$ cat src/rtl/irq_ctrl.sv
// -----------------------------------------------------------------------------
// irq_ctrl -- six-line interrupt controller with an SR/CAUSE/EPC/PRID register
// file and a three-state request handshake toward the CPU.
//
// Ports
//   clk       rising-edge clock
//   reset     asynchronous, active-low reset (0 = held in reset)
//   irq_src   [5:0]  level interrupt lines, bit 0 = timer-counter (highest prio)
//   resetirq  [5:0]  one-cycle clear pulse back to each source
//   addr      [31:0] register select on addr[3:2]
//   we               register write strobe
//   din       [31:0] write data
//   dout      [31:0] combinational read data
//   int_req          interrupt request to the CPU (high while in REQ)
//   int_ack          CPU takes the interrupt this cycle
//   pc_in     [31:0] return PC, captured into EPC on ack
//   eret             CPU returns from the handler
//
// Register map (addr[3:2])
//   00 SR    {16'b0, IM[15:10], 8'b0, EXL[1], IE[0]}
//   01 CAUSE {16'b0, IP[15:10], 5'b0, CODE[4:2], 2'b0}   IP is write-1-to-clear
//   10 EPC
//   11 PRID  32'h0000_0100 (read-only)
// -----------------------------------------------------------------------------
module irq_ctrl (
   input  logic        clk,
   input  logic        reset,
   input  logic [5:0]  irq_src,
   output logic [5:0]  resetirq,
   input  logic [31:0] addr,
   input  logic        we,
   input  logic [31:0] din,
   output logic [31:0] dout,
   output logic        int_req,
   input  logic        int_ack,
   input  logic [31:0] pc_in,
   input  logic        eret
);

   localparam logic [31:0] PRID = 32'h0000_0100;

   typedef enum logic [1:0] {
      IDLE,
      REQ,
      SERVICE
   } state_t;

   state_t      state, state_nxt;

   logic [5:0]  im;
   logic        exl;
   logic        ie;
   logic [5:0]  pending;
   logic [5:0]  clr_win;   // source was cleared at the previous edge; ignore it once more
   logic [2:0]  code;
   logic [31:0] epc;

   logic        sr_wr, cause_wr, epc_wr;
   logic        ack_take, eret_take, eligible;
   logic [5:0]  clr, pend_hit;
   logic [2:0]  hit_idx;

   // Only addr[3:2] selects a register; the rest of the bus is don't-care.
   logic unused_addr_bits;
   assign unused_addr_bits = ^{addr[31:4], addr[1:0]};

   assign sr_wr     = we && (addr[3:2] == 2'b00);
   assign cause_wr  = we && (addr[3:2] == 2'b01);
   assign epc_wr    = we && (addr[3:2] == 2'b10);
   assign clr       = cause_wr ? din[15:10] : 6'b0;

   // Ack and eret only count in the state that expects them.
   assign ack_take  = (state == REQ)     && int_ack;
   assign eret_take = (state == SERVICE) && eret;

   assign pend_hit  = pending & im;
   assign eligible  = ie && !exl && (|pend_hit);

   // Lowest-numbered pending-and-enabled line wins; scanning downward lets the
   // lowest index overwrite any higher one.
   always_comb begin
      // NOTE: every variable written in a combinational block gets a default
      // first, so no path leaves it unassigned and no latch is inferred.
      hit_idx = 3'd0;
      for (int i = 5; i >= 0; i--) begin
         if (pend_hit[i]) hit_idx = 3'(i);
      end
   end

   // ---------------------------------------------------------------- FSM
   always_comb begin
      state_nxt = state;
      case (state)
         IDLE:    if (eligible) state_nxt = REQ;
         REQ: begin
            if (int_ack)        state_nxt = SERVICE;
            else if (!eligible) state_nxt = IDLE;
         end
         SERVICE: if (eret)     state_nxt = IDLE;
         default:               state_nxt = IDLE;
      endcase
   end

   always_ff @(posedge clk or negedge reset) begin
      if (!reset) state <= IDLE;
      // NOTE: sequential state uses non-blocking assignments so every flop
      // samples pre-edge values regardless of statement order.
      else        state <= state_nxt;
   end

   // int_req is a pure decode of the state flop, so it is registered and
   // drops the moment reset forces IDLE.
   assign int_req = (state == REQ);

   // ---------------------------------------------------------- registers
   always_ff @(posedge clk or negedge reset) begin
      if (!reset) begin
         im       <= 6'b0;
         exl      <= 1'b0;
         ie       <= 1'b0;
         pending  <= 6'b0;
         clr_win  <= 6'b0;
         resetirq <= 6'b0;
         code     <= 3'd0;
         epc      <= 32'b0;
      end else begin
         if (sr_wr) begin
            im <= din[15:10];
            ie <= din[0];
         end

         // Ack/eret override a same-cycle SR write of EXL.
         if (ack_take)       exl <= 1'b1;
         else if (eret_take) exl <= 1'b0;
         else if (sr_wr)     exl <= din[1];

         // The ack capture overrides a same-cycle EPC write.
         if (ack_take)    epc <= pc_in;
         else if (epc_wr) epc <= din;

         if (ack_take) code <= hit_idx;

         // A clear beats a simultaneous set; the source is then ignored for
         // one further edge so the device has time to drop its line.
         pending  <= (pending | (irq_src & ~clr_win)) & ~clr;
         clr_win  <= clr;
         resetirq <= clr;
      end
   end

   // ---------------------------------------------------------- read port
   always_comb begin
      dout = 32'b0;
      case (addr[3:2])
         2'b00:   dout = {16'b0, im, 8'b0, exl, ie};
         2'b01:   dout = {16'b0, pending, 5'b0, code, 2'b0};
         2'b10:   dout = epc;
         default: dout = PRID;
      endcase
   end

endmodule

$ cat config.mk
export PLATFORM = sky130hd
export DESIGN_NAME = irq_ctrl
export DESIGN_NICKNAME = d
export VERILOG_FILES = /design/src/rtl/irq_ctrl.sv
export SDC_FILE = /design/constraint.sdc
export NUM_CORES = 1
export LEC_CHECK = 0
export CAP_MARGIN = 20
export CORE_ASPECT_RATIO = 1.2
export CORE_MARGIN = 1
export CORE_UTILIZATION = 36
export CTS_CLUSTER_SIZE = 40
export DETAILED_ROUTE_END_ITERATION = 8
export PLACE_DENSITY = 0.89
export SLEW_MARGIN = 20
export SYNTH_ARGS = -nofsm -noshare
export SYNTH_HDL_FRONTEND = slang
export SYNTH_SLANG_ARGS = --single-unit
$ cat constraint.sdc
create_clock -name clk -period 1.4 [get_ports clk]
set_clock_uncertainty 0.2 [all_clocks]
set_input_delay 0.21 -clock clk [delete_from_list [all_inputs] [get_ports clk]]
set_output_delay 0.21 -clock clk [all_outputs]
set_load 0.05 [all_outputs]
Word-level counts from Yosys, hierarchy flattened --
Index checks and enable logic that the tools add are counted.
Word-level totals: bits in registers 57, latch bits 0, bits in writable memories 0, bits in read-only memories 0, bits of input ports 107, output and inout port bits 39, word-level logic and storage cells 53, memories kept 0
Cells by class: add/subtract/negate cells 0, multiply operators 0, divide/modulo/power cells 0, magnitude comparators 0, equality and inequality tests 7, shift operators 0, mux-type cells 18, bitwise logic cells 6, reduce and logical (&&, ||, !) cells 14
Operators by type and width (number):
- $pmux W32 S3 | 1
- $mux W32 | 2
- $and A6 B6 Y6 | 3
- $mux W3 | 6
- $not A6 Y6 | 2
- $mux W2 | 4
- $logic_and A1 B1 Y1 | 7
- $mux W6 | 1
- $or A6 B6 Y6 | 1
- $pmux W2 S3 | 1
- $reduce_or A6 Y1 | 1
- $eq A2 B1 Y1 const B | 2
- $eq A2 B2 Y1 const B | 2
- $logic_not A2 Y1 | 2
- $ne A2 B2 Y1 const B | 2
- $mux W1 | 3
- $ne A3 B3 Y1 const B | 1
- $reduce_and A3 Y1 | 1
- $reduce_bool A3 Y1 | 1
- $reduce_bool A2 Y1 | 1
- $logic_not A1 Y1 | 1

Depth between registers and ports, before layout --
depth in word-level cells 7, depth in mapped cells 6, gate-level depth less buffers 4

Worst setup path before layout --
No wires, ideal clock.
kind in2out, start point input addr[2], end point output dout[10], arrival 1602 ps, data required time 990 ps, slack -612 ps, stages 3, buffers on the path 1, path through buf_2 mux2i_1 o21ai_0
On the way: cells in the longest elaborated chain, start to end 2, elaborated cells between the ends (all ways) 4, classes of those cells eq/ne (2); mux (1); reduce/logical (1)
RTL lines:
- from (decl) | RTL line 30 | input logic [31:0] addr,
- $eq A2 B2 Y1 (tied with other cells) | RTL line 154 | case (addr[3:2])
- $pmux W32 S3 * | RTL line 154
- to (decl) | RTL line 33 | output logic [31:0] dout,
Mark *: on every way between the ends. The rest lies on a longest branch, timed or not.

Worst setup path in the final report --
start point register im[2], end point output dout[12]
On the way: cells in the longest elaborated chain, start to end 1
RTL lines:
- from (decl) | RTL line 50 | logic [5:0] im;
- from (signal assigned) | RTL line 128 | im <= din[15:10];
- $pmux W32 S3 | RTL line 154
No other way between the ends.

==> key figures <==
Worst setup path
  • RR Startpoint: pending[3]$_DFF_PN0_
  • Endpoint class of the critical path: primary output
  • Reg2reg path depth: 5
  • Crit Path Class: flip-flop to primary output
  • Crit-path max FO: 2
  • Crit path arrival time: 1240 ps
  • Crit path launch type: flip-flop
  • Critical path data required time: 990 ps
  • Crit path from: im[2]$_DFFE_PN0P_
  • Reg2reg setup slack: -140 ps

Power and ir drop
  • Combinational power share: 55.4%
  • Switching part of the total: 37.4%
  • Internal cell power: 5.61 mW
  • Sequential Power Share: 29.8%
  • Leak: 2.59 nW
  • PnR Total Power: 8.96 mW
  • Psw: 3.35 mW
  • Worst vdd ir: 1.09 mV
  • Clock share of power: 14.7%
  • Pwr Density: 1480 nW/µm²

Clocking
  • Sinks on Clock Net: 57
  • Latest clock arrival within the worst-skew pair: 340 ps
  • Clk pin slew, worst setup/hold paths: 70 ps
  • CTS Buf Count: 9
  • CTS tree: yes
  • Clock root buffer: clkbuf_8
  • Bufs on Longest Clock Path: 2
  • H-tree level count: 3

Run status
  • Outcome: finished, violations left
  • Violated checks: negative setup slack

Floorplanning
  • Die W: 82.7 µm
  • Die area: 8180 µm²
  • I/O Pins: 146
  • Area of the core: 7400 µm²
  • Die height: 98.9 µm
  • Initial Util: 38.0%
  • Cell row count: 34

Yosys
  • Seq/Total Area, Yosys: 50.7%
  • Library cells used by synthesis: 28
  • Cells after synthesis: 282
  • Post-synthesis simple-gate area fraction: 16.3%
  • Leading area contributor after synthesis: dfrtp_1
  • Largest family of logic cells by synthesized area: multiplexers
  • Post-synth net total: 389
  • FF+latch count, synth: 57
  • Most common cell in the netlist: dfrtp_1
  • Async S/R FF share, synth: 100%
  • Syn avg cell area: 9.98 µm²
  • Synth cell count leaders: dfrtp_1 (57), nand2_1 (44), mux2i_1 (41), o21ai_1 (30), and2_1 (27)
  • Ys flop type: dfrtp_1
  • Compound-cell area share of the yosys netlist: 11.3%
  • Share of the synthesized area in the top cell type: 50.7%
  • Synth Area in XOR/XNOR: 0%
  • Mux contribution to synthesized area: 17.4%
  • Synth area leaders: dfrtp_1 (51%), mux2i_1 (15%), and2_1 (6.0%), nand2_1 (5.9%), o21ai_1 (5.3%)
  • Adder-cell share of the synthesized area: 0%
  • Post-synth EDFFs: 0
  • Area of the mapped netlist: 2810 µm²
  • Synth Warn #: 0

Hold path
  • Hold Crit Class: primary input to asynchronous set/reset pin

Route
  • Final wirelength: 11,500 µm
  • Detailed-route vias per instance: 5.20
  • Wirelength per Cell: 20.2 µm
  • 1st-iter DRT viols: 157
  • Residual DRC count: 0
  • Drt pass-1 iters: 4
  • Via count: 2,946
  • Post-route ant nets: 0

Cells and area
  • Final core utilization: 81.9%
  • Fin cells: 567
  • Cell area after layout: 6060 µm²
  • Ratio of cells with drive above 1 in the final layout: 53.2%
  • Footprint of the multi-input gates: 1780 µm²
  • Antenna diode count: 0
  • Nets: 579
  • Layout area overhead: 115%
  • Register area: 1430 µm²
  • Fill count: 390

STA
  • Final Setup Violations: 69
  • RSZ-0062 raised after global routing: yes
  • Rel. slew slack: 80.0%
  • Endpoints failing hold: 0
  • Fin Setup TNS: -5640 ps
  • Post-layout worst setup margin: -251 ps
  • Final Cycle Share: 118%
  • Count of pins over their slew limit: 0
  • Final Critical Period: 1650 ps
  • Worst hold slack: 217 ps
  • Fmax: 606 MHz
  • Least-Margin Pin Slew: 291 ps

GRT
  • Congestion Overflow GR: 0
  • GRT Total Usage: 25.8%
  • Largest net degree at the start of global routing: 58
  • Initial antenna violation count: 0
  • First-pass GRT wire length: 15,500 µm
  • Number of global-route vias before repair: 3,127

Placed design
  • DPL Wire Length: 6070 µm
  • Port Buf Inserts: 115
  • Placer Congestion: 0.802
  • Placed Instances: 487
  • Placement Setup Slack: -597 ps
  • Placed Area: 4690 µm²

Run
  • Max-cap violations: 0
## layer usage
layer  up-vias  wire [µm]  part of all wire [%]  track usage, %
met5         -          0                     0               0
met4         0        260                   2.3            6.76
met3        23        554                   4.8            7.69
met2       115       6550                    57            46.5
met1      1462       4100                    36            28.6
li1       1346          -                     -               -
## final timing paths
path / to
max: dout[12]
min: epc[2]$_DFFE_PN0P_
max reg2reg: code[2]$_DFFE_PN0N_
min reg2reg: code[2]$_DFFE_PN0N_
max in group asynchronous: state[1]$_DFFE_PN0P_
min in group clk: epc[28]$_DFFE_PN0P_
## critical path, stage by stage (launching register included)
cell     delay, ps
dfrtp_1        400
mux2i_2        250
o21ai_4         90
buf_12         150
## sequential cells by signal, summed over array words and instances, names as in the netlist
register / cells
state: 2
clr_win: 6
pending: 6
ie: 1
code: 3
im: 6
exl: 1
epc: 32
## timing repair
| item | in CTS | in global routing |
|---|---|---|
| hold endpoints to repair | 57 | 0 |
| endpoints found under the setup margin | 87 | 69 |
| gates resized for setup | 80 | 70 |
| gates cloned | 9 | 4 |
| setup buffers | 30 | 21 |
| hold buffers | 1 | 0 |
| pin swaps | 19 | 46 |
## kinds of logic after synthesis
group,Yosys count
and+or+nand+nor,95
buffers and inverters,24
AOI/OAI and AO/OA,58
DFF,57
muxes,48
## cell type report
type / instances / share of cell area (%)
flip-flops and latches: 57 / 23.6
clock inverters: 6 / 0.578
clock buffers: 10 / 2.11
inverters: 7 / 0.434
multi-input cells: 201 / 29.4
well taps: 90 / 1.86
repair buffers: 196 / 42.1
## power by group through the flow
stage | Sequential (mW) | Combinational, mW | Clock (mW)
after floorplan | 2.50 | 1.71 | 0
final | 2.67 | 4.97 | 1.32
after detailed placement | 2.63 | 3.09 | 0
after global routing | 2.72 | 5.20 | 1.43
after global placement | 2.58 | 2.97 | 0
after CTS | 2.62 | 4.04 | 1.32
## layout by cell type, fill, tap and decap left out, types with 9 or more instances in the layout
master,synthesis,final
buf_4,1,48
o21ai_2,0,27
and2_4,0,21
nor2_1,13,9
buf_6,3,10
nand2_2,0,14
mux2i_1,41,33
clkbuf_8,0,9
buf_12,0,47
nand2_4,0,10
clkdlybuf4s50_1,0,72
nand2_1,44,20
o21ai_4,0,9
dfrtp_1,57,56
buf_16,0,9
Power figures use the tool's default switching activity.
